**src/rtl/pass_digit_loader_pkg.sv**
```systemverilog
// Shared definitions for the password digit loader: FSM encodings and default timing constants.
package pass_digit_loader_pkg;

  typedef enum logic [2:0] {
    IDLE       = 3'd0,
    DB_PRESS   = 3'd1,
    FIRE       = 3'd2,
    HELD       = 3'd3,
    DB_RELEASE = 3'd4
  } state_t;

  localparam int DEFAULT_DEBOUNCE_CYCLES = 4;
  localparam int DEFAULT_CNT_W           = 20;

endpackage

```
**src/rtl/pass_digit_loader_sync2.sv**
```systemverilog
// Two-flop synchronizer for asynchronous inputs, any width, cleared by async reset.
module sync2
  import pass_digit_loader_pkg::*;
#(
  parameter int WIDTH = 1
) (
  input  logic             clk,
  input  logic             rst,
  input  logic [WIDTH-1:0] d,
  output logic [WIDTH-1:0] q
);

  logic [WIDTH-1:0] meta;

  // Two back-to-back flops give the first stage a full cycle to settle out of metastability.
  always_ff @(posedge clk or posedge rst) begin
    if (rst) begin
      meta <= '0;
      q    <= '0;
    end else begin
      meta <= d;
      q    <= meta;
    end
  end

endmodule

```
**src/rtl/pass_digit_loader.sv**
```systemverilog
// Keypad front end: synchronizes and debounces the enter button and digit switches,
// emits one load pulse per clean press and tracks progress through a password entry.
module pass_digit_loader
  import pass_digit_loader_pkg::*;
#(
  parameter int DEBOUNCE_CYCLES = DEFAULT_DEBOUNCE_CYCLES,
  parameter int CNT_W           = DEFAULT_CNT_W,
  parameter int NUM_DIGITS      = 4
) (
  input  logic       clk,
  input  logic       rst,
  input  logic       btn_raw,
  input  logic [3:0] sw_raw,
  input  logic       clear,
  output logic [3:0] digit_out,
  output logic       load_pulse,
  output logic [1:0] digit_idx,
  output logic       entry_done
);

  // Last count value of a debounce window; the counter starts at 1 on entry to a debounce state.
  localparam logic [CNT_W-1:0] CNT_LAST  = CNT_W'(DEBOUNCE_CYCLES - 1);
  localparam logic [2:0]       COUNT_MAX = 3'(NUM_DIGITS);
  localparam logic [2:0]       IDX_MAX   = 3'(NUM_DIGITS - 1);

  logic             btn_s;
  logic [3:0]       sw_s;
  state_t           state;
  logic [CNT_W-1:0] cnt;
  logic [2:0]       count;
  logic [2:0]       idx_sat;

  sync2 #(.WIDTH(1)) u_sync_btn (
    .clk (clk),
    .rst (rst),
    .d   (btn_raw),
    .q   (btn_s)
  );

  sync2 #(.WIDTH(4)) u_sync_sw (
    .clk (clk),
    .rst (rst),
    .d   (sw_raw),
    .q   (sw_s)
  );

  assign entry_done = (count == COUNT_MAX);
  assign idx_sat    = (count >= IDX_MAX) ? IDX_MAX : count;
  assign digit_idx  = idx_sat[1:0];

  // Press/release debounce FSM with the load strobe, captured digit and digit count registered
  // alongside it; clear is applied last so it beats a coincident FIRE.
  always_ff @(posedge clk or posedge rst) begin
    if (rst) begin
      state      <= IDLE;
      cnt        <= '0;
      load_pulse <= 1'b0;
      digit_out  <= 4'h0;
      count      <= 3'd0;
    end else begin
      load_pulse <= 1'b0;
      case (state)
        IDLE: begin
          if (btn_s) begin
            state <= DB_PRESS;
            cnt   <= CNT_W'(1);
          end
        end
        DB_PRESS: begin
          if (!btn_s) begin
            state <= IDLE;
            cnt   <= '0;
          end else if (cnt >= CNT_LAST) begin
            state <= FIRE;
            cnt   <= '0;
          end else begin
            cnt <= cnt + CNT_W'(1);
          end
        end
        FIRE: begin
          state <= HELD;
          if (!entry_done && !clear) begin
            load_pulse <= 1'b1;
            digit_out  <= sw_s;
            count      <= count + 3'd1;
          end
        end
        HELD: begin
          if (!btn_s) begin
            state <= DB_RELEASE;
            cnt   <= CNT_W'(1);
          end
        end
        DB_RELEASE: begin
          if (btn_s) begin
            state <= HELD;
            cnt   <= '0;
          end else if (cnt >= CNT_LAST) begin
            state <= IDLE;
            cnt   <= '0;
          end else begin
            cnt <= cnt + CNT_W'(1);
          end
        end
        default: begin
          state <= IDLE;
          cnt   <= '0;
        end
      endcase
      if (clear) begin
        count     <= 3'd0;
        digit_out <= 4'h0;
      end
    end
  end

endmodule

```
**config.mk**
```make
export PLATFORM = sky130hd
export DESIGN_NAME = pass_digit_loader
export DESIGN_NICKNAME = d
export VERILOG_FILES = /design/src/rtl/pass_digit_loader_pkg.sv /design/src/rtl/pass_digit_loader_sync2.sv /design/src/rtl/pass_digit_loader.sv
export SDC_FILE = /design/constraint.sdc
export NUM_CORES = 1
export LEC_CHECK = 0
export BUFFER_PORTS_ARGS = -buffer_cell sky130_fd_sc_hd__buf_2
export CAP_MARGIN = 20
export CORE_ASPECT_RATIO = 0.7
export CORE_MARGIN = 5
export CORE_UTILIZATION = 53
export DETAILED_ROUTE_END_ITERATION = 8
export PLACE_DENSITY = 0.82
export SYNTH_ARGS = -nofsm -noshare
export SYNTH_HDL_FRONTEND = slang
export SYNTH_SLANG_ARGS = --single-unit
```
**constraint.sdc**
```tcl
create_clock -name clk -period 2.3 [get_ports clk]
set_input_delay 0.575 -clock clk [delete_from_list [all_inputs] [get_ports clk]]
set_output_delay 0.575 -clock clk [all_outputs]
set_load 0.005 [all_outputs]
```
==> summary.md, run 1 <==
After detailed routing, the number of vias per cell comes to 5.44. STA puts the critical path data arrival time at 1.55 ns. The CTS buffer count was 5; the register cell area after layout was 1030 µm².

The post-synthesis mux area share was 0.0265; the cell count after synthesis was 164. The count of cells in the finished layout, fillers not included, comes to 233. For this design, the CTS-stage hold fixing added 0 buffers.

The tool flagged a number of max-cap violations equal to 0. The area of the placeable core is 3490 µm², and the average wire length per cell after detail routing is 15.0 µm. After clock tree synthesis, the clock-pin slew on the worst setup and hold paths is 0.08 ns. The width of the die came out at 81.4 µm.

The number of antenna violations at the first check in global routing came out at 0. The number of post-CTS setup repair buffers came out at 0. Setup repair after global routing left no endpoint under its margin.

Yosys mapped a number of flops with a built-in enable equal to 0. For the number of fill cells in the layout, the log shows 283. The share of the synthesized area in the top cell type was 0.543. For this run, the number of Yosys warnings is 0.

By area the synthesized netlist is led by dfrtp_1 54%, o21a_1 5.6%, ha_1 2.6%, mux2i_1 2.6%, nor2_1 2.4%. Utilization of the core after routing: 0.598. The clock sink count is 41, and the combined area of all synthesized cells is 1890 µm².

From synthesis to final layout, the design area changed by 10.5%. Yosys mapped the design onto 45 distinct sky130hd cell types. The compound-gate portion of the synthesized area came out at 0.144. CTS built an H-tree with a depth of 2.

At the worst endpoint, the required time is 1.73 ns. After synthesis, the largest family of logic cells by area is simple AND/OR/NAND/NOR gates. The flow ran to the end, and the final reports show no timing, DRC or antenna violations.

STA classifies the critical path endpoint as an output port. Entering global routing, the biggest net connects 42 pins. The worst supply voltage drop on vdd is 0.543 mV, and the number of antenna-violating nets in the routed design is 0. Before antenna repair, the detailed router went through 4 iterations. Clock skew on the completed layout was measured at 0.00664 ns. TritonCTS built the clock tree. The number of gates resized after CTS was 0.

The post-detailed-placement half-perimeter wirelength is 2.57 mm, and the die boundary height is 60.0 µm. The most heavily used metal layer in global routing was met2. Synthesis produced a netlist with a net count of 176. The biggest area contributor in the post-synthesis netlist is dfrtp_1.

The repair_antennas step left the layout with diodes totalling 0. The XOR/XNOR share of the synthesized area is 0.00464, and the die area is 4880 µm². The transition time at the pin with the least slew margin was 0.602 ns. All-layer global routing usage: 0.172. The initial standard-cell utilization of the core is 0.541.

Clock tree synthesis selected as its root buffer the cell clkbuf_8. The final layout contains 194 nets. The ratio of cells with drive above 1 in the final layout came out at 0.197. The post-synthesis average cell area is 11.5 µm², and the number of max-slew violations in the final report is 0. The cell area power density is 912 nW/µm², and the worst relative slew slack is 0.598. After detailed placement, the design holds a cell count of 225. The shortest clock period the worst path allows after layout was 2.12 ns. The fraction of met2 tracks used by global routing is 0.258. dfrtp_1 is the most common cell in the netlist. For the total wirelength of the detailed-routed design, the log shows 3.50 mm.

Final hold violation count: 0. The tools report the first-pass GRT wire length as 6.10 mm. The routability-driven placement congestion ratio is 0.828, and the fraction of the cycle the final worst path needs is 0.922. The critical path startpoint category is a flip-flop. The clock insertion delay at the later pin of the skew report was 0.30 ns; the number of design rule violations left after detail routing was 0.

After the first detailed-routing iteration, the DRC count stood at 60. For this design the static power due to leakage is 0.956 nW. Setup violations remaining at the end of the flow were counted as 0. The post-synthesis simple-gate area fraction is 0.213. Input and output buffers added on the ports amount to 15. The total overflow left after global routing is 0.

Class of the most critical hold timing path: reg -> reg. The footprint of the multi-input gates was 785 µm². The critical path is of the reg -> out type.

The tools report the met3 demand-to-capacity share in global routing as 0.0467. The commonest cells after synthesis are 41 x dfrtp_1, 14 x o21a_1, 12 x nor2_1, 10 x inv_1, 9 x nand2_1. Counting along the longest clock path gives a buffer depth of 2.

For this block, the via count after detailed routing is 1,268. Number of global-route vias before repair: 1,285. Of all nets on the critical path, the largest fanout is 4. The floorplan row count is 18, and the fraction of synthesis flops using an asynchronous set or reset pin is 1.00.

The summed negative setup slack over all endpoints came out at 0 ns. The met1 routing resource usage after global routing was 0.225. The highest achievable clock rate is 471 MHz, and the area share of fa/ha/maj cells after synthesis is 0.0265.

Counting flops and latches in the post-synthesis netlist gives 41. The most used flip-flop cell after synthesis is dfrtp_1. 16 I/O pins were placed.

The sequential element share of the synthesized area is 0.543.
## registers in the layout, indices dropped and copies added (netlist names)
signal / flops
u_sync_sw.q: 4
load_pulse: 1
u_sync_sw.meta: 4
cnt: 20
u_sync_btn.q: 1
state: 3
count: 3
u_sync_btn.meta: 1
digit_out: 4
## final timing paths
kind                                              from                           to  slack (ns)  cells past startpoint
setup / recovery                  count[1]$_DFFE_PP0P_                 digit_idx[0]        0.18                      4
hold / removal             u_sync_sw.meta[2]$_DFF_PP0_     u_sync_sw.q[2]$_DFF_PP0_        0.36                      0
setup reg to reg                    cnt[0]$_DFFE_PP0P_           cnt[4]$_DFFE_PP0P_        0.40                      5
hold reg to reg            u_sync_sw.meta[2]$_DFF_PP0_     u_sync_sw.q[2]$_DFF_PP0_        0.36                      0
max in group asynchronous                          rst           cnt[9]$_DFFE_PP0P_        1.57                      3
min in group asynchronous                          rst  u_sync_sw.meta[1]$_DFF_PP0_        0.37                      3
## power by group
| part | switching [W] | internal (W) | total (W) |
|---|---|---|---|
| registers | 0.000105 | 0.000796 | 0.000901 |
| logic | 0.000275 | 0.000238 | 0.000513 |
| clock network | 0.000270 | 0.000219 | 0.000489 |
## cell families (layout without fill, tap and decap cells)
kind of cell / count (synthesis) / after routing
buffers and inverters: 15 / 34
XOR/XNOR: 1 / 1
adder cells (fa/ha/maj): 4 / 4
multiplexers: 5 / 5
AO/OA/AOI/OAI: 30 / 30
flip-flops: 41 / 41
AND/OR/NAND/NOR: 68 / 68
## metrics by stage
step	instance area, µm²	hold slack (ns)	total power, W	setup slack [ns]
floorplan	1890	0.331	0.00135	0.669
global placement	1990	0.333	0.00140	0.537
detailed placement	1990	0.339	0.00143	0.412
CTS	2090	0.360	0.00192	0.165
global route	2090	0.356	0.00202	0.105
finish	2090	0.355	0.00190	0.179
## worst max-delay path: stages, from the launching register on
cell and delay, ns:
dfrtp_1 0.42, ha_1 0.20, ha_1 0.19, or3_1 0.30, buf_2 0.13
## cell usage in the layout (no fill, tap or decap), types with 2 or more instances in the layout
cell type   n
a211oi_1    2
a21oi_1     3
and2_1      6
and3_1      2
buf_2      15
clkbuf_8    5
dfrtp_1    41
ha_1        4
inv_1      10
mux2i_1     5
nand2_1     9
nand2b_1    2
nand3_1     5
nor2_1     12
nor3_1      8
nor4_1      6
nor4_2      2
o21a_1     14
or3_1       3
## layout make-up
| class | count | area share |
|---|---|---|
| multi-input combinational | 108 | 0.376 |
| clock buffer | 5 | 0.0330 |
| timing repair buffer | 16 | 0.0396 |
| tap | 50 | 0.0300 |
| inverter | 10 | 0.0180 |
| sequential | 41 | 0.492 |
| clock inverter | 3 | 0.0120 |
## per-layer routing
metal / part of all wire / wire [µm]
met1: 0.46 / 1600
met2: 0.48 / 1690
met3: 0.036 / 127
met4: 0.021 / 75
met5: 0 / 0
Power figures use the tool's default switching activity.
==> run 2, diff against run 1 <==
PLACE_DENSITY = 0.72   (was 0.82)
SETUP_SLACK_MARGIN = 0.4   (was unset)
==> run 2 against run 1 <==
Effect of this change: hold slack improved by 0.0018 ns; sequential share of layout area fell by 1.1 points; design area rose by 2.3%; maximum frequency rose by 1.8%; first-iteration DRC count rose by 92%; largest power group unchanged; via count rose by 4.3%; combinational power rose by 16%; die area did not move; critical path type unchanged; core utilization rose by 1.4 points.
==> summary.md, run 2 (synthesized netlist as in run 1, its figures left out) <==
The number of max-slew violations in the final report is 0 (unchanged), and the flip-flop count of the largest register, all copies and words added is 20 (unchanged). The die boundary height is 60.0 µm (unchanged), and the first-pass GRT wire length is 6.14 mm (+0.69%). For the initial standard-cell utilization of the core, the log shows 0.541 (unchanged). The number of global-route vias before repair was 1,313 (+2.2%); the via count normalized by instance count was 5.58 (+2.6%). The flow ran to the end, and the final reports show no timing, DRC or antenna violations.

The critical path in this run is classified as reg -> out. STA classifies the critical path endpoint as an output port. Ranked by flip-flop count, first place goes to cnt. The average wire length per cell after detail routing is 15.5 µm (+3.4%).

Highest achievable clock rate: 480 MHz (+1.8%). The final setup violation count was 0 (unchanged); the number of antenna violations at the first check in global routing was 0 (unchanged). The number of fill cells in the layout is 273 (-3.5%), and the number of max-capacitance violations reported is 0 (unchanged). The tools report the area of the placeable core as 3490 µm² (unchanged). Width of the die: 81.4 µm (unchanged).

The vias after detailed routing was 1,323 (+4.3%). The library cell used most frequently in the layout, excluding fill and tap cells, is dfrtp_1. The run gives 0.305 (+0.035) as the share of total power in combinational logic. The I/O pin count is 16 (unchanged).

The number of I/O port buffers was 15 (unchanged). The switching power was 0.000663 W (+1.9%); the number of diodes was 0 (unchanged). The fraction of the cycle the final worst path needs is 0.906 (-0.0162), and the number of design rule violations left after detail routing is 0 (unchanged). The run gives 0.00876 ns (+0.00212 ns) as the post-route clock skew.

Internal power: 0.00130 W (+3.6%). The logs give 0.594 (-0.00393) for the worst relative slew slack and 42 (unchanged) for the maximum number of pins on one net before global-route repair. The run gives 41 (unchanged) as the clock sink count. Total wirelength of the detailed-routed design: 3.68 mm (+5.2%). The sequential group share of total power was 0.460 (-0.014). Utilization of the core after routing: 0.611 (+0.0136). The footprint of the multi-input gates was 810 µm² (+3.2%); the total grt overflow was 0 (unchanged).

The run gives 0.170 (-0.00245) as the all-layer global routing usage. Leaving out fill and tap cells, the most frequent cells in the layout are 41 x dfrtp_1, 15 x buf_2, 14 x o21a_1, 12 x nor2_1. The number of detailed-routing iterations run before antenna repair was 4 (unchanged). Clock-pin transition on the worst setup and hold timing paths: 0.08 ns (about the same).

The register cell area after layout is 1030 µm² (unchanged), and the power share of the clock group is 0.235 (-0.022). For the die area, the log shows 4880 µm² (unchanged). The final hold violation count came out at 0 (unchanged).

TritonCTS built the clock tree. The run gives 115 (+92%) as the initial DRC count. Maximum number of buffers from clock root to sink: 2 (unchanged). The number of nets in the layout is 198 (+2.1%), and the ratio of cells with drive above 1 in the final layout is 0.241 (+0.0439). The leakage power total came out at 0.973 nW (+1.8%).

The transition time at the pin with the least slew margin is 0.608 ns (+0.00588 ns). CTS placed an instance of clkbuf_8 at the clock tree root. The logs give 5 (unchanged) for the CTS buffer count and 0 (unchanged) for the cts-stage hold buffer count.

The run gives 2.49 mm (-3.2%) as the post-detailed-placement half-perimeter wirelength. The min-delay analysis places its worst path in the category reg -> reg. The clock insertion delay at the later pin of the skew report was 0.30 ns (about the same); the synthesis-to-finish area growth was 13.0%. The cell area power density was 918 nW/µm² (+0.69%); the floorplan row count was 18 (unchanged). STA classifies the critical path startpoint as a flip-flop.

The worst supply voltage drop on vdd is 0.554 mV (+2.0%). The endpoint required time on the critical path came out at 1.73 ns (about the same). For the summed negative setup slack over all endpoints, the log shows 0 ns (unchanged). The run gives 0 (unchanged) as the number of antenna-violating nets in the routed design. The logs give 0.817 (-1.3%) for the routability-driven placement congestion ratio and 2 (unchanged) for the deepest level of the CTS H-tree. The maximum fanout count along the critical path is 2 (-2).

The switching fraction of total power works out to 0.338 (-0.00363). Data arrival time at the worst-slack endpoint: 1.51 ns (-0.04 ns). Setup repair after global routing could not meet its margin everywhere. The shortest clock period the worst path allows after layout is 2.08 ns (-0.0373 ns).
## run 2: path summary, 6_finish.rpt
| check | start | endpoint | slack [ns] | cells past startpoint |
|---|---|---|---|---|
| setup / recovery | count[1]$_DFFE_PP0P_ | digit_idx[0] | 0.22 | 4 |
| hold / removal | u_sync_sw.meta[0]$_DFF_PP0_ | u_sync_sw.q[0]$_DFF_PP0_ | 0.36 | 0 |
| setup reg to reg | cnt[0]$_DFFE_PP0P_ | cnt[5]$_DFFE_PP0P_ | 0.45 | 6 |
| hold reg to reg | u_sync_sw.meta[0]$_DFF_PP0_ | u_sync_sw.q[0]$_DFF_PP0_ | 0.36 | 0 |
| max in group asynchronous | rst | state[2]$_DFFE_PP0P_ | 1.56 | 3 |
| min in group asynchronous | rst | cnt[5]$_DFFE_PP0P_ | 0.39 | 3 |
## run 2: final cells by class
type | count | area share
clock inverter | 3 | 0.00821
inverter | 10 | 0.0176
timing repair buffer | 20 | 0.0528
sequential | 41 | 0.481
multi-input combinational | 108 | 0.379
clock buffer | 5 | 0.0322
tap | 50 | 0.0293
## run 2: timing repair
action,4_1_cts,5_1_grt
resized for setup,2,4
buffers inserted,4,0
setup endpoints to repair,3,5
pin swaps,2,0
## run 2: metal layers
layer / wire, µm / global-route usage
met5: 0 / 0
met4: 70 / 0.0771
met3: 176 / 0.0422
met2: 1740 / 0.261
met1: 1690 / 0.228
## run 2: stage by stage
stage | setup slack, ns | power, W | instances | hold slack (ns) | area (µm²)
floorplan | 0.669 | 0.00135 | 164 | 0.331 | 1890
global placement | 0.520 | 0.00141 | 225 | 0.336 | 1990
detailed placement | 0.373 | 0.00143 | 225 | 0.343 | 1990
CTS | 0.247 | 0.00195 | 237 | 0.362 | 2110
global route | 0.175 | 0.00206 | 237 | 0.368 | 2130
finish | 0.216 | 0.00196 | 237 | 0.357 | 2130
## run 2: power groups by stage
| stage | sequential (W) | combinational [W] | clock, W |
|---|---|---|---|
| after global routing | 0.000912 | 0.000647 | 0.000503 |
| after floorplan | 0.000862 | 0.000485 | 0 |
| after global placement | 0.000906 | 0.000501 | 0 |
| after CTS | 0.000896 | 0.000572 | 0.000478 |
| final | 0.000902 | 0.000597 | 0.000461 |
| after detailed placement | 0.000912 | 0.000521 | 0 |
## run 2: worst max-delay path, cell delays in order, from the launching register on
cell and delay, ns:
dfrtp_1 0.39, ha_2 0.20, ha_4 0.16, or3_4 0.33, buf_2 0.14
==> run 3, diff against run 2 <==
ABC_AREA = 1   (was unset)
PLACE_DENSITY = 0.73   (was 0.72)
==> run 3 against run 2 <==
Effect of this change: design area fell by 11%; clock skew fell by 0.0033 ns; final cell count fell by 0.42%; register-to-register slack improved by 0.43 ns; via count fell by 15%; core utilization rose by 0.99 points; clock power rose by 27%.
==> summary.md, run 3 <==
The fraction of the cycle the final worst path needs is 0.812 (-0.0938), and the post-route clock skew is 0.00546 ns (-0.00330 ns). The distinct cell type count after synthesis is 18 (-60%), and the post-synthesis simple-gate area fraction is 0.220 (+0.00645). The compound-gate portion of the synthesized area was 0.0379 (-0.106). Transition time at the pin with the least slew margin: 0.492 ns (-0.116 ns). The tools report the cts-stage hold buffer count as 0 (unchanged). The tools report the final setup violation count as 0 (unchanged).

Among all flip-flop cells after synthesis, the most frequent one is dfrtp_1. STA classifies the critical path startpoint as a flip-flop. The deepest level of the CTS H-tree is 2 (unchanged). The area of the placeable core is 3060 µm² (-12%). The class of the most critical hold timing path was reg -> reg. Synthesis-stage register bit count: 41 (unchanged). The critical path is of the reg -> out type.

The number of I/O port buffers is 15 (unchanged), and the width of the die is 76.7 µm (-5.7%). The run gives 188 (+6.8%) as the synthesized netlist net count. Cell count after synthesis: 176 (+7.3%). The most common cell after layout, fill and taps aside is dfrtp_1.

The vias after detailed routing came out at 1,130 (-15%). By instance count, the leading cell after synthesis is dfrtp_1. For the CTS buffer count, the log shows 5 (unchanged).

The post-synthesis average cell area works out to 9.38 µm² (-19%). The total wirelength of the detailed-routed design was 2.77 mm (-25%); the combined area of all synthesized cells was 1650 µm² (-13%). Die area: 4350 µm² (-11%).

The number of max-slew violations in the final report is 0 (unchanged), and the I/O pin count is 16 (unchanged). The number of design rule violations left after detail routing is 0 (unchanged), and the total power is 0.00193 W (-1.6%). The XOR/XNOR share of the synthesized area works out to 0 (-0.00464). The number of max-capacitance violations reported is 0 (unchanged).

Flip-flop count of the largest register, all copies and words added: 20 (unchanged). The startpoint identified for the worst register-to-register timing path is state[2]$_DFFE_PP0P_. Summed negative setup slack over all endpoints: 0 ns (unchanged).

TritonCTS built the clock tree. The number of antenna-violating nets in the routed design came out at 0 (unchanged). In this run the critical register-to-register path is captured at cnt[1]$_DFFE_PP0P_.

The highest achievable clock rate is 535 MHz (+12%). The floorplan row count was 17 (-1). Leaving out fill and tap cells, the most frequent cells in the layout are 41 x dfrtp_1, 34 x nand2_1, 31 x nor2_1, 30 x inv_1, 15 x buf_2. The via count normalized by instance count is 4.79 (-14%). The maximum number of pins on one net before global-route repair was 42 (unchanged).

The number of global-route vias before repair was 1,135 (-14%); the initial standard-cell utilization of the core was 0.539 (-0.00200). Ranked by total cell area, the synthesized netlist is headed by dfrtp_1 62%, nand2_1 7.7%, inv_1 7.0%, nor2_1 7.0%, ha_1 3.0%. The worst reg2reg path depth is 8 (+2).

The flow ran to the end, and the final reports show no timing, DRC or antenna violations. The commonest cells after synthesis are 41 x dfrtp_1, 34 x nand2_1, 31 x inv_1, 31 x nor2_1, 10 x nand3_1. The cell area power density works out to 1010 nW/µm² (+10%). The number of stages on the worst hold path was 0 (unchanged). Buffer type at the clock tree root: clkbuf_8. The number of flops mapped to enable cells by yosys was 0 (unchanged); the number of diodes was 0 (unchanged).

The tools report the total grt overflow as 0 (unchanged). The worst supply voltage drop on vdd is 0.497 mV (-10%), and the synthesis-to-finish area growth is 15.2%. The run gives 209 (+5.6%) as the number of nets in the layout. The destination of the worst hold path was u_sync_sw.q[3]$_DFF_PP0_. All-layer global routing usage: 0.141 (-0.0284). The area share of fa/ha/maj cells after synthesis came out at 0.0303 (+0.00381).

The slack of the critical path is 0.432 ns (+0.216 ns), and the first-pass GRT wire length is 4.78 mm (-22%). The run gives 0.621 (+0.0782) as the sequential element share of the synthesized area. The leakage power total came out at 1.02 nW (+5.3%). The share of the synthesized area in the top cell type was 0.621 (+0.0782).

The shortest clock period the worst path allows after layout is 1.87 ns (-0.216 ns). For the count of warnings emitted by yosys, the log shows 0 (unchanged). The number of antenna violations at the first check in global routing is 0 (unchanged). Setup repair after global routing could not meet its margin everywhere. The largest family of logic cells by synthesized area is simple AND/OR/NAND/NOR gates.

The worst hold path begins at u_sync_sw.meta[3]$_DFF_PP0_. The endpoint required time on the critical path is 1.73 ns (about the same), and the post-detailed-placement half-perimeter wirelength is 2.04 mm (-18%). For the clock sink count, the log shows 41 (unchanged). The largest total area in the synthesized netlist belongs to dfrtp_1.

The average wire length per cell after detail routing is 11.7 µm (-24%). Maximum number of buffers from clock root to sink: 2 (unchanged). The fraction of synthesis flops using an asynchronous set or reset pin was 1.00 (unchanged); the routability-driven placement congestion ratio was 0.754 (-7.7%).

The post-synthesis mux area share is 0 (-0.0265). cnt holds more flip-flops than any other register. The number of detailed-routing iterations run before antenna repair was 4 (unchanged); the clock insertion delay at the later pin of the skew report was 0.29 ns (about the same). For the slack of the worst reg-to-reg path, the log shows 0.88 ns (+0.43 ns). The final hold violation count was 0 (unchanged). The worst setup path is captured at an output port. The post-place setup slack was 0.689 ns (+0.316 ns); the maximum fanout count along the critical path was 2 (unchanged).

The post-route standard cell area excluding fillers is 1900 µm² (-11%), and the worst relative slew slack is 0.672 (+0.0777). The total cell area at the placement stage was 1760 µm² (-12%); the utilization of the core after routing was 0.621 (+0.00985). The ratio of cells with drive above 1 in the final layout was 0.207 (-0.0336); the initial DRC count was 37 (-68%). The data arrival time at the worst-slack endpoint is 1.29 ns (-0.22 ns). The clock-pin transition on the worst setup and hold timing paths is 0.07 ns (about the same), and the die boundary height is 56.7 µm (-5.4%).
[run 3: cell count changes after synthesis, moves of 5 or more]
cell,previous run,this run
nor2_1,12,31
nor4_1,6,0
o21ai_0,0,5
and2_1,6,0
nand2_1,9,34
mux2i_1,5,0
inv_1,10,31
o21a_1,14,0
nor3_1,8,0
nand3_1,5,10
[run 3: kinds of logic after synthesis]
logic type	Yosys count
adder cells (fa/ha/maj)	4
AO/OA/AOI/OAI	11
buffers and inverters	36
flip-flops	41
AND/OR/NAND/NOR	84
[run 3: routing by layer]
layer / global-route usage / up-vias / routed length (µm)
met5: 0 / - / 0
met4: 0.0673 / 0 / 48
met3: 0.0433 / 5 / 132
met2: 0.231 / 19 / 1380
met1: 0.170 / 542 / 1210
li1: - / 564 / -
[run 3: cell type report]
class	instances	area (µm²)
inverters	34	130
flip-flops and latches	41	1030
multi-input cells	99	500
well taps	38	47.5
fillers	264	1160
clock buffers	7	86.3
clock inverters	1	30.0
repair buffers	16	82.6
[run 3: critical path, cell delays in order (launching register included)]
cell and delay, ns:
dfrtp_1 0.39, ha_2 0.20, ha_4 0.16, inv_4 0.05, nand3_2 0.07, buf_2 0.14
[run 3: worst max-delay path by stage]
stage | to | slack, ns | startpoint | depth (start not counted)
final | digit_idx[0] | 0.43 | count[1]$_DFFE_PP0P_ | 5
after global routing | digit_idx[1] | 0.38 | count[1]$_DFFE_PP0P_ | 5
after floorplan | cnt[0]$_DFFE_PP0P_ | 0.78 | rst | 1
after detailed placement | digit_idx[0] | 0.69 | count[1]$_DFFE_PP0P_ | 5
after CTS | digit_idx[0] | 0.42 | count[1]$_DFFE_PP0P_ | 5
after global placement | digit_idx[0] | 0.75 | count[0]$_DFFE_PP0P_ | 5
[run 3: repair_timing]
item                                    4_1_cts  5_1_grt
endpoints found under the setup margin        2        2
pin swaps                                     0        1
resized for setup                             3        4
setup buffers                                 0        0
[run 3: stage by stage]
step / hold slack, ns / std cells
global route: 0.368 / 236
global placement: 0.332 / 228
floorplan: 0.331 / 176
CTS: 0.355 / 236
detailed placement: 0.337 / 228
finish: 0.355 / 236
[run 3: report_power, final]
group          total (W)  switching [W]  leakage (nW)  internal (W)
clock network   0.000584       0.000230        0.0585      0.000354
logic           0.000491       0.000327         0.423      0.000163
registers       0.000854      0.0000658         0.543      0.000788
total            0.00193       0.000623          1.02       0.00130
